==> config.mk <==
export PLATFORM = sky130hd
export DESIGN_NAME = fir_mac_sequencer
export DESIGN_NICKNAME = d
export VERILOG_FILES = /design/src/rtl/fir_mac_sequencer.sv
export SDC_FILE = /design/constraint.sdc
export NUM_CORES = 1
export LEC_CHECK = 0
export CORE_MARGIN = 2
export CORE_UTILIZATION = 53
export DETAILED_ROUTE_END_ITERATION = 6
export MAX_ROUTING_LAYER = met4
export PLACE_DENSITY = 0.85
export SETUP_SLACK_MARGIN = 0.05
export SYNTH_ARGS = -nofsm -noshare
export SYNTH_HDL_FRONTEND = slang
export SYNTH_SLANG_ARGS = --single-unit
export TNS_END_PERCENT = 20
==> constraint.sdc <==
create_clock -name iClk12M -period 3.9 [get_ports iClk12M]
set_input_delay 1.17 -clock iClk12M [delete_from_list [all_inputs] [get_ports iClk12M]]
set_output_delay 1.17 -clock iClk12M [all_outputs]
set_load 0.005 [all_outputs]
==> src/rtl/fir_mac_sequencer.sv <==
// Purpose : control sequencer in front of ReConf_FirFilter. On each sample tick it
//           reads coefficient RAM addresses 0..NUM_TAPS-1 and drives EnMul/EnAddAcc.
//           On a host request it streams NUM_TAPS coefficients into the coeff RAM.
// Latency : first RAM read address one cycle after the tick. EnMul lags the reads by
//           one cycle and EnAddAcc lags them by two. FrameDone pulses NUM_TAPS+3 cycles
//           after the tick.
// Backpressure: the coefficient stream is valid/ready. oCoeffReady stays high until
//           NUM_TAPS words have been accepted. A tick that arrives while busy is dropped
//           and flagged on the sticky oOverrun output.
// Ports   : iClk12M/iRsn clock and async active-low reset; iEnSample600k sample tick;
//           iUpdateReq load request; iCoeffValid/iCoeffData/oCoeffReady coefficient
//           stream; oCsnRam/oWrnRam/oAddrRam/oWtDtRam coeff RAM port; oEnMul/oEnAddAcc
//           filter strobes; oCoeffUpdateFlag filter update flag; oFrameDone/oBusy/
//           oOverrun status.
module fir_mac_sequencer #(
  parameter int NUM_TAPS = 10,
  parameter int ADDR_W   = 6,
  parameter int DATA_W   = 16,
  parameter int HOLD_CYC = 2
) (
  input  logic              iClk12M,
  input  logic              iRsn,
  input  logic              iEnSample600k,
  input  logic              iUpdateReq,
  input  logic              iCoeffValid,
  input  logic [DATA_W-1:0] iCoeffData,
  output logic              oCoeffReady,
  output logic              oCoeffUpdateFlag,
  output logic              oCsnRam,
  output logic              oWrnRam,
  output logic [ADDR_W-1:0] oAddrRam,
  output logic [DATA_W-1:0] oWtDtRam,
  output logic              oEnMul,
  output logic              oEnAddAcc,
  output logic              oFrameDone,
  output logic              oBusy,
  output logic              oOverrun
);

  localparam int HOLD_W = (HOLD_CYC < 1) ? 1 : $clog2(HOLD_CYC + 1);
  localparam logic [ADDR_W-1:0] LAST_TAP  = ADDR_W'(NUM_TAPS - 1);
  localparam logic [HOLD_W-1:0] HOLD_LAST = HOLD_W'(HOLD_CYC);

  typedef enum logic [2:0] {
    IDLE,
    RD,
    DRAIN1,
    DRAIN2,
    UPD_SETUP,
    UPD_WR,
    UPD_HOLD
  } state_t;

  state_t            state;
  logic [ADDR_W-1:0] cnt;
  logic [HOLD_W-1:0] hold_cnt;
  logic              pending;
  logic              accept;

  assign accept = iCoeffValid & oCoeffReady;
  assign oBusy  = (state != IDLE);

  always_ff @(posedge iClk12M or negedge iRsn) begin
    if (!iRsn) begin
      state            <= IDLE;
      cnt              <= '0;
      hold_cnt         <= '0;
      pending          <= 1'b0;
      oCoeffReady      <= 1'b0;
      oCoeffUpdateFlag <= 1'b0;
      oCsnRam          <= 1'b1;
      oWrnRam          <= 1'b1;
      oAddrRam         <= '0;
      oWtDtRam         <= '0;
      oEnMul           <= 1'b0;
      oEnAddAcc        <= 1'b0;
      oFrameDone       <= 1'b0;
      oOverrun         <= 1'b0;
    end else begin
      oFrameDone <= 1'b0;
      // The multiplier sees RAM data one cycle after the address, and the
      // accumulator sees the product one cycle after that.
      oEnMul    <= (state == RD);
      oEnAddAcc <= oEnMul;

      if (iEnSample600k && (state != IDLE)) begin
        oOverrun <= 1'b1;
      end
      // Any request that is not started directly from IDLE goes into the
      // single-entry pending slot. Repeated requests merge into that slot.
      if (iUpdateReq && (state != IDLE)) begin
        pending <= 1'b1;
      end

      case (state)
        IDLE: begin
          if (iEnSample600k) begin
            state    <= RD;
            cnt      <= '0;
            oCsnRam  <= 1'b0;
            oWrnRam  <= 1'b1;
            oAddrRam <= '0;
            // A tick takes priority over an update. A request arriving on the
            // same edge waits in the pending slot.
            if (iUpdateReq) begin
              pending <= 1'b1;
            end
          end else if (iUpdateReq || pending) begin
            state            <= UPD_SETUP;
            oCoeffUpdateFlag <= 1'b1;
            pending          <= 1'b0;
          end
        end

        RD: begin
          if (cnt == LAST_TAP) begin
            state    <= DRAIN1;
            oCsnRam  <= 1'b1;
            oAddrRam <= '0;
          end else begin
            cnt      <= cnt + 1'b1;
            oAddrRam <= cnt + 1'b1;
          end
        end

        // Two drain cycles let the last product pass through EnMul and EnAddAcc.
        DRAIN1: state <= DRAIN2;

        DRAIN2: begin
          state      <= IDLE;
          oFrameDone <= 1'b1;
        end

        UPD_SETUP: begin
          state       <= UPD_WR;
          cnt         <= '0;
          oCoeffReady <= 1'b1;
        end

        UPD_WR: begin
          if (accept) begin
            oCsnRam  <= 1'b0;
            oWrnRam  <= 1'b0;
            oAddrRam <= cnt;
            oWtDtRam <= iCoeffData;
            cnt      <= cnt + 1'b1;
            if (cnt == LAST_TAP) begin
              state       <= UPD_HOLD;
              oCoeffReady <= 1'b0;
              hold_cnt    <= '0;
            end
          end else begin
            // Stall cycle: no write is issued. Address and data keep their
            // previous values.
            oCsnRam <= 1'b1;
            oWrnRam <= 1'b1;
          end
        end

        UPD_HOLD: begin
          oCsnRam  <= 1'b1;
          oWrnRam  <= 1'b1;
          oAddrRam <= '0;
          oWtDtRam <= '0;
          // The first UPD_HOLD cycle is the final write cycle. The flag then
          // stays high for HOLD_CYC further cycles.
          if (hold_cnt == HOLD_LAST) begin
            state            <= IDLE;
            oCoeffUpdateFlag <= 1'b0;
          end else begin
            hold_cnt <= hold_cnt + 1'b1;
          end
        end

        default: state <= IDLE;
      endcase
    end
  end

endmodule

==> out/metrics.yaml, run 1 <==
ys_warn_count: 0
rrSetupSlack_ps: 1870
startpoint: "state[0]"
path_clk_slew_ps: 70
grt_pass1_vias: 1728
postPlaceCellArea_um2: 2605
grt_busiest_layer: "met2"
switchingPower_mw: 0.6582
yosys.area.top_type: "dfrtp_1"
mostFrequentLayoutCells: "clkdlybuf4s50_1, dfrtp_1, nand2_1"
maxCapViolations: 0
h-tree-depth: 2
internal_power_mw: 1.278
min_to: "oEnAddAcc"
synth_top_area_share_pct: 47.93
grt_max_degree: 43
synth-seq-area-share_pct: 50.45
grt-ovfl-total: 0
row_count: 22
cellPowerDensity_nw_per_um2: 712.6
arrival_ps: 1720
hold_depth: 0
post_cts_buffers: 0
clockPowerShare_pct: 17.7
initial_utilization_pct: 56.20
die_area_um2: 4458
placed_cells: 311
grt_usage_pct: 23.98
p_seq_share_pct: 38.1
numPortBuffers: 51
clock_sinks: 42
use_met2_pct: 37.38
critPathMaxFanout: 18
async_flop_share_pct: 100.0
r2r_cells: 6
synth_ff_type: "dfrtp_1"
synth_cells: 222
tightest_slew_ps: 891.1
drive_gt1_share_pct: 9.259
switching_share_pct: 33.99
die_w_um: 66.77
finalSetupViolCount: 0
route.detailed.drc: 0
grt_use_met1_pct: 29.82
r2r_start: "cnt[1]"
comb_power_share_pct: 44.2
core_area_um2: 3716
dpl_worst_slack_ps: 1065
root_buffer: "clkbuf_8"
grt_antenna_before_repair: 0
dp_hpwl_um: 3192
nets: 294
synth_cell_types: 56
synth-edff-count: 0
max_freq_mhz: 346.0
slew_headroom_pct: 40.59
routed_wl_um: 4602
cts_buffers: 5
clock_path_buffers: 2
max-vdd-ir-drop_uv: 525.8
rsz0062_at_grt: "no"
final_common_cell: "clkdlybuf4s50_1"
vias: 1836
tns_ps: 0
stdcell_count: 318
viasPerCell: 5.774
finalCriticalPeriod_ps: 2890
holdCritStartpoint: "oEnMul"
critPathRequiredTime_ps: 2730
ant_nets: 0
cts_tree: "done"
fin_skew_ps: 2.109
final_max_slew_viol_count: 0
whs_ps: 373.9
end_kind: "output port"
wire_per_inst_um: 14.47
n_antenna_cell: 0
leakagePower_nw: 1.146
fin_crit_sh_pct: 74.11
drt-initial-drc-count: 123
die_height_um: 66.77
hold_viol: 0
synth-seq-cells: 42
fillCellCount: 295
crit_type: "flop to output port"
outcome: "completed"
syn-cell-area_um2: 2088
clock_latency_ps: 290
gp_congestion: 0.8650
synthToLayoutAreaGrowth_pct: 30.14
synth_nets: 246
fin_ws_ps: 1010
synth_area_leaders: "dfrtp_1, o21ai_0, nand2_1"
firstDrtPassIters: 4
p_total_mw: 1.936
postCtsHoldBufs: 0
final_cell_area_um2: 2718
avgSynthCellArea_um2: 9.407
final_core_util_pct: 73.13
startpoint_type: "flop"
grt_pass1_wl_um: 7755
worst_r2r_endpoint: "oAddrRam[2]"
grt_use_met3_pct: 6.419
io-pin-count: 52
cts-resized-gates: 0
hold_path_class: "flop to flop"
logic make-up after synthesis:
kind of cell    share of synthesized area [%]
xor+xnor                               0.4195
compound gates                          22.95
buf+inv                                 5.032
mux                                     1.019
simple gates                            18.34
flops                                   50.45
fa+ha+maj                               1.798
flip-flops by register name, summed over array words and instances (netlist names):
name and flops:
oEnMul 1, oWrnRam 1, pending 1, oWtDtRam 16
oEnAddAcc 1, oFrameDone 1, oOverrun 1, cnt 6
oCoeffReady 1, hold_cnt 2, state 3, oAddrRam 6
oCsnRam 1, oCoeffUpdateFlag 1
power groups by stage:
stage	clock, mW	combinational, mW	sequential [mW]
3_3_place_gp	0	0.830	0.739
4_1_cts	0.352	0.858	0.737
5_1_grt	0.374	0.956	0.755
2_1_floorplan	0	0.452	0.743
3_5_place_dp	0	0.853	0.744
6_report	0.343	0.855	0.738
synth_stat cells (2+ instances only):
cell type and number:
inv_1 9, buf_2 3, dfrtp_1 40, buf_4 3, a22o_1 3, a21oi_2 2
ha_1 3, nor2b_1 2, o31ai_1 2, nand2_1 38, nand2b_1 3, and3_1 2
a211oi_1 3, o22ai_1 2, o211ai_1 3, o21ai_0 30, dfstp_2 2, nand3_1 5
nor2_1 16, nor3_1 3, a21oi_1 6, nand3b_1 3, clkbuf_1 5, o221ai_1 2
final cells by class:
class | instances | area, µm² | area share (%)
multi-input cells | 158 | 929.6 | 34.21
repair buffers | 54 | 528.0 | 19.43
flip-flops and latches | 42 | 1054 | 38.77
inverters | 9 | 33.78 | 1.243
well taps | 48 | 60.06 | 2.210
clock inverters | 1 | 30.03 | 1.105
clock buffers | 6 | 82.58 | 3.039
worst max-delay path by stage:
stage               cells past startpoint      to  slack, ps
floorplan                               4   oBusy       1780
global placement                        5  cnt[3]       1120
detailed placement                      5  cnt[3]       1070
CTS                                     4   oBusy       1000
global route                            3   oBusy        840
finish                                  3   oBusy       1010
critical path, cell delays in order (launching register included):
cell,delay (ps)
dfrtp_1,680
nor3_1,120
inv_1,120
clkdlybuf4s50_1,510
layer usage:
layer  vias to the layer above  part of all wire, %
li1                        886                    -
met2                        80                   45
met1                       862                   45
met3                         8                  8.6
met4                         0                  1.6
met5                         -                    0
Note: power is estimated with default switching activity, not from simulation.
==> run 2: changes to the inputs <==
- CORE_UTILIZATION: 53 -> 49
- PLACE_DENSITY: 0.85 -> 0.8
- clock period: 3.9 -> 2.9 ns (I/O delays scaled with it)
==> run 2 against run 1 <==
Effect of this change:
- non-clock buffer count increased by 2
- sequential share of layout area decreased by 0.67 points
- flip-flop and latch count unchanged
- critical path type unchanged
==> out/metrics.yaml, run 2 (same netlist as run 1, synthesis figures left out) <==
outcome: "completed"
largest_reg_flops: 16
critPathMaxFanout: 3
max_freq_mhz: 412.3
final_max_slew_viol_count: 0
cts_buffers: 5
leakagePower_nw: 1.170
postPlaceCellArea_um2: 2623
die_area_um2: 4800
fillCellCount: 318
max-vdd-ir-drop_uv: 507.5
post_cts_buffers: 0
r2r_start: "cnt[0]"
tns_ps: 0
tightest_slew_ps: 889.4
synthToLayoutAreaGrowth_pct: 32.41
die_w_um: 69.28
crit_type: "flop to output port"
hold_viol: 0
rsz0062_at_grt: "no"
die_height_um: 69.28
grt_usage_pct: 20.93
wl_met3_um: 334
routed_wl_um: 4570
h-tree-depth: 2
root_buffer: "clkbuf_8"
nets: 296
final_cell_area_um2: 2765
cts_tree: "done"
rrSetupSlack_ps: 950
crit_end: "oBusy"
cellPowerDensity_nw_per_um2: 975.5
clock_sinks: 42
drt-initial-drc-count: 115
fin_crit_sh_pct: 83.64
top_register: "oWtDtRam"
n_antenna_cell: 0
met1Wirelength_um: 2227
finalCriticalPeriod_ps: 2425
r2r_cells: 5
finalSetupViolCount: 0
ant_nets: 0
slew_headroom_pct: 40.70
maxCapViolations: 0
mostFrequentLayoutCells: "clkdlybuf4s50_1, dfrtp_1, nand2_1"
arrival_ps: 1560
startpoint_type: "flop"
seqCellArea_um2: 1054
grt_pass1_vias: 1660
hold_path_class: "flop to flop"
core_area_um2: 4058
grt_antenna_before_repair: 0
grt-ovfl-total: 0
row_count: 23
hold_depth: 0
end_kind: "output port"
worst_r2r_endpoint: "oAddrRam[2]"
cts-resized-gates: 0
firstDrtPassIters: 5
grt_pass1_wl_um: 7921
wire_per_inst_um: 14.15
drive_gt1_share_pct: 10.26
postCtsHoldBufs: 0
dp_hpwl_um: 3207
gp_congestion: 0.8556
final_common_cell: "clkdlybuf4s50_1"
viasPerCell: 5.619
reg_top3: "oWtDtRam x16, cnt x6, oAddrRam x6"
io-pin-count: 52
multi_input_area_um2: 929.6
initial_utilization_pct: 51.46
vias: 1815
clock_path_buffers: 2
topRoutingLayerUsed: "met4"
numPortBuffers: 51
grt_max_degree: 43
clock_latency_ps: 290
final_core_util_pct: 68.15
route.met2.wl_um: 1998
fin_skew_ps: 8.466
route.detailed.drc: 0
critPathRequiredTime_ps: 2030
startpoint: "state[2]"
path_clk_slew_ps: 70
holdCritStartpoint: "oEnMul"
-- run 2: cell count changes in the layout (fill, tap and decap cells not counted), sizes merged --
cell / before / now
buf: 4 / 6
bufinv: 1 / 2
-- run 2: worst max-delay path, stage by stage, from the launching register on --
cell             delay [ps]
dfrtp_1                 380
nor3_1                  290
inv_1                   130
clkdlybuf4s50_1         470
-- run 2: worst min-delay path by stage --
stage | slack, ps | to
after floorplan | 380 | oEnAddAcc
after global placement | 360 | oEnAddAcc
after detailed placement | 370 | oEnAddAcc
after CTS | 380 | oEnAddAcc
after global routing | 390 | oEnAddAcc
final | 380 | oEnAddAcc
-- run 2: layer usage --
metal  vias up  global-route usage (%)
met3         2                   3.634
met1       845                   30.98
met2        85                   28.74
met5         -                       -
met4         0                   8.061
li1        883                       -
-- run 2: through the flow --
stage / worst slack (ps) / power (mW) / hold WS [ps] / std cells
2_1_floorplan: 1083 / 1.608 / 375.7 / 222
3_3_place_gp: 428.9 / 2.115 / 363.4 / 315
3_5_place_dp: 398.3 / 2.151 / 366.7 / 315
4_1_cts: 455.0 / 2.718 / 384.5 / 323
5_1_grt: 387.6 / 2.894 / 391.0 / 323
6_report: 474.6 / 2.698 / 378.2 / 323
-- run 2: final cells by class --
type,count,area share (%)
clock buffer,6,2.986
timing repair buffer,56,19.64
sequential,42,38.10
tap,50,2.262
multi-input combinational,158,33.62
clock inverter,2,2.172
inverter,9,1.222
-- run 2: power by group --
part           switching, mW  internal, mW  leakage [nW]
clock                  0.189         0.367        0.0714
combinational          0.530         0.617         0.601
sequential             0.167         0.828         0.498
total                  0.886          1.81          1.17
==> run 3: changes to the inputs <==
- clock period: 2.9 -> 2.3 ns (I/O delays scaled with it)
==> run 3 against run 2 <==
Effect of this change:
- setup slack worse by 340 ps
- flip-flop and latch count unchanged
- non-clock buffer count up 3
- critical path depth unchanged
==> out/metrics.yaml, run 3 (same netlist as run 1, synthesis figures left out) <==
crit_chain: "nor3_2, inv_1, clkdlybuf4s50_1"
core_area_um2: 4058
nets: 299
cts_buffers: 5
fin_skew_ps: 4.175
final_max_slew_viol_count: 0
finalSetupViolCount: 0
switching_share_pct: 33.78
path_clk_slew_ps: 70
fillCellCount: 337
h-tree-depth: 2
leakagePower_nw: 1.176
die_w_um: 69.28
root_buffer: "clkbuf_8"
io-pin-count: 52
crit_type: "flop to output port"
final_common_cell: "clkdlybuf4s50_1"
cellPowerDensity_nw_per_um2: 1194
stdcell_count: 325
hold_viol: 0
synthToLayoutAreaGrowth_pct: 32.89
cts_tree: "done"
seqCellArea_um2: 1054
critPathRequiredTime_ps: 1610
gp_congestion: 0.8585
hold_depth: 0
tns_ps: 0
comb_power_share_pct: 44.6
mostFrequentLayoutCells: "clkdlybuf4s50_1, dfrtp_1, nand2_1"
route.detailed.drc: 0
viasPerCell: 5.695
ant_nets: 0
grt_pass1_wl_um: 8217
dp_hpwl_um: 3240
numPortBuffers: 51
n_antenna_cell: 0
firstDrtPassIters: 4
largest_reg_flops: 16
fin_crit_sh_pct: 94.30
postCtsHoldBufs: 0
rsz0062_at_grt: "no"
critPathMaxFanout: 3
multi_input_area_um2: 934.6
max_freq_mhz: 461.1
internal_power_mw: 2.195
drt-initial-drc-count: 141
switchingPower_mw: 1.120
tightest_slew_ps: 533.0
slew_headroom_pct: 64.40
initial_utilization_pct: 51.46
maxCapViolations: 0
p_seq_share_pct: 37.8
grt_antenna_before_repair: 0
top_register: "oWtDtRam"
clock_path_buffers: 2
row_count: 23
end_kind: "output port"
grt_max_degree: 43
grt_pass1_vias: 1722
die_height_um: 69.28
outcome: "completed"
clock_sinks: 42
startpoint_type: "flop"
vias: 1851
reg_top3: "oWtDtRam x16, cnt x6, oAddrRam x6"
grt_usage_pct: 21.49
finalCriticalPeriod_ps: 2169
critPathMaxStageDelay_ps: 460
placed_cells: 318
hold_path_class: "flop to flop"
cp_slowest_cell: "clkdlybuf4s50_1"
clock_latency_ps: 290
clockPowerShare_pct: 17.6
grt-ovfl-total: 0
die_area_um2: 4800
routed_wl_um: 4612
drive_gt1_share_pct: 11.27
arrival_ps: 1480
max-vdd-ir-drop_uv: 658.3
r2r_cells: 6
final_cell_area_um2: 2775
wire_per_inst_um: 14.19
postPlaceCellArea_um2: 2658
run 3: cell types whose count changed in the layout (fill, tap and decap cells not counted):
cell,before,now
buf_12,0,1
buf_4,5,7
bufinv_16,2,1
nor3_1,3,2
nor3_2,0,1
run 3: layout make-up:
class / count / share of cell area, %
Tap cell: 50 / 2.254
Sequential cell: 42 / 37.96
Multi-Input combinational cell: 158 / 33.68
Timing Repair Buffer: 59 / 20.83
Clock inverter: 1 / 1.082
Clock buffer: 6 / 2.976
Inverter: 9 / 1.217
run 3: per-stage QoR:
stage | total power [mW] | util [%] | setup WS [ps] | hold WS, ps
floorplan | 2.027 | - | 537.3 | 375.7
global placement | 2.694 | 65.49 | 102.5 | 360.3
detailed placement | 2.746 | 65.49 | 79.56 | 371.0
CTS | 3.337 | 68.39 | 115.7 | 387.6
global route | 3.577 | 68.39 | 58.23 | 400.1
finish | 3.315 | 68.39 | 131.2 | 382.2
run 3: worst paths after layout:
kind                       startpoint           to  slack, ps
max                          state[2]        oBusy        130
min                            oEnMul    oEnAddAcc        380
max reg2reg                    cnt[1]  oAddrRam[2]        330
min reg2reg                    oEnMul    oEnAddAcc        380
max in group asynchronous        iRsn      oCsnRam       1470
min in group asynchronous        iRsn  oAddrRam[2]        450
run 3: critical path: cells and delay by family, from the launching register on:
kind	cells	cell delay [ps]
buffers and inverters	2	570
flip-flops	1	390
AND/OR/NAND/NOR	1	230
run 3: repair_timing:
action                                  4_1_cts  5_1_grt
endpoints found under the setup margin        1        0
gates resized for setup                       1        0
buffers inserted                              0        0
run 3: power groups by stage:
stage / logic (mW) / registers, mW / clock network [mW]
final: 1.48 / 1.25 / 0.584
after detailed placement: 1.48 / 1.26 / 0
after floorplan: 0.767 / 1.26 / 0
after global placement: 1.44 / 1.25 / 0
after global routing: 1.65 / 1.30 / 0.628
after CTS: 1.49 / 1.25 / 0.598
run 3: per-layer routing:
| metal | share of wire [%] | track usage, % |
|---|---|---|
| met4 | 1.4 | 8.279 |
| met2 | 45 | 30.88 |
| met3 | 6.9 | 4.651 |
| met1 | 47 | 29.93 |
| met5 | 0 | - |
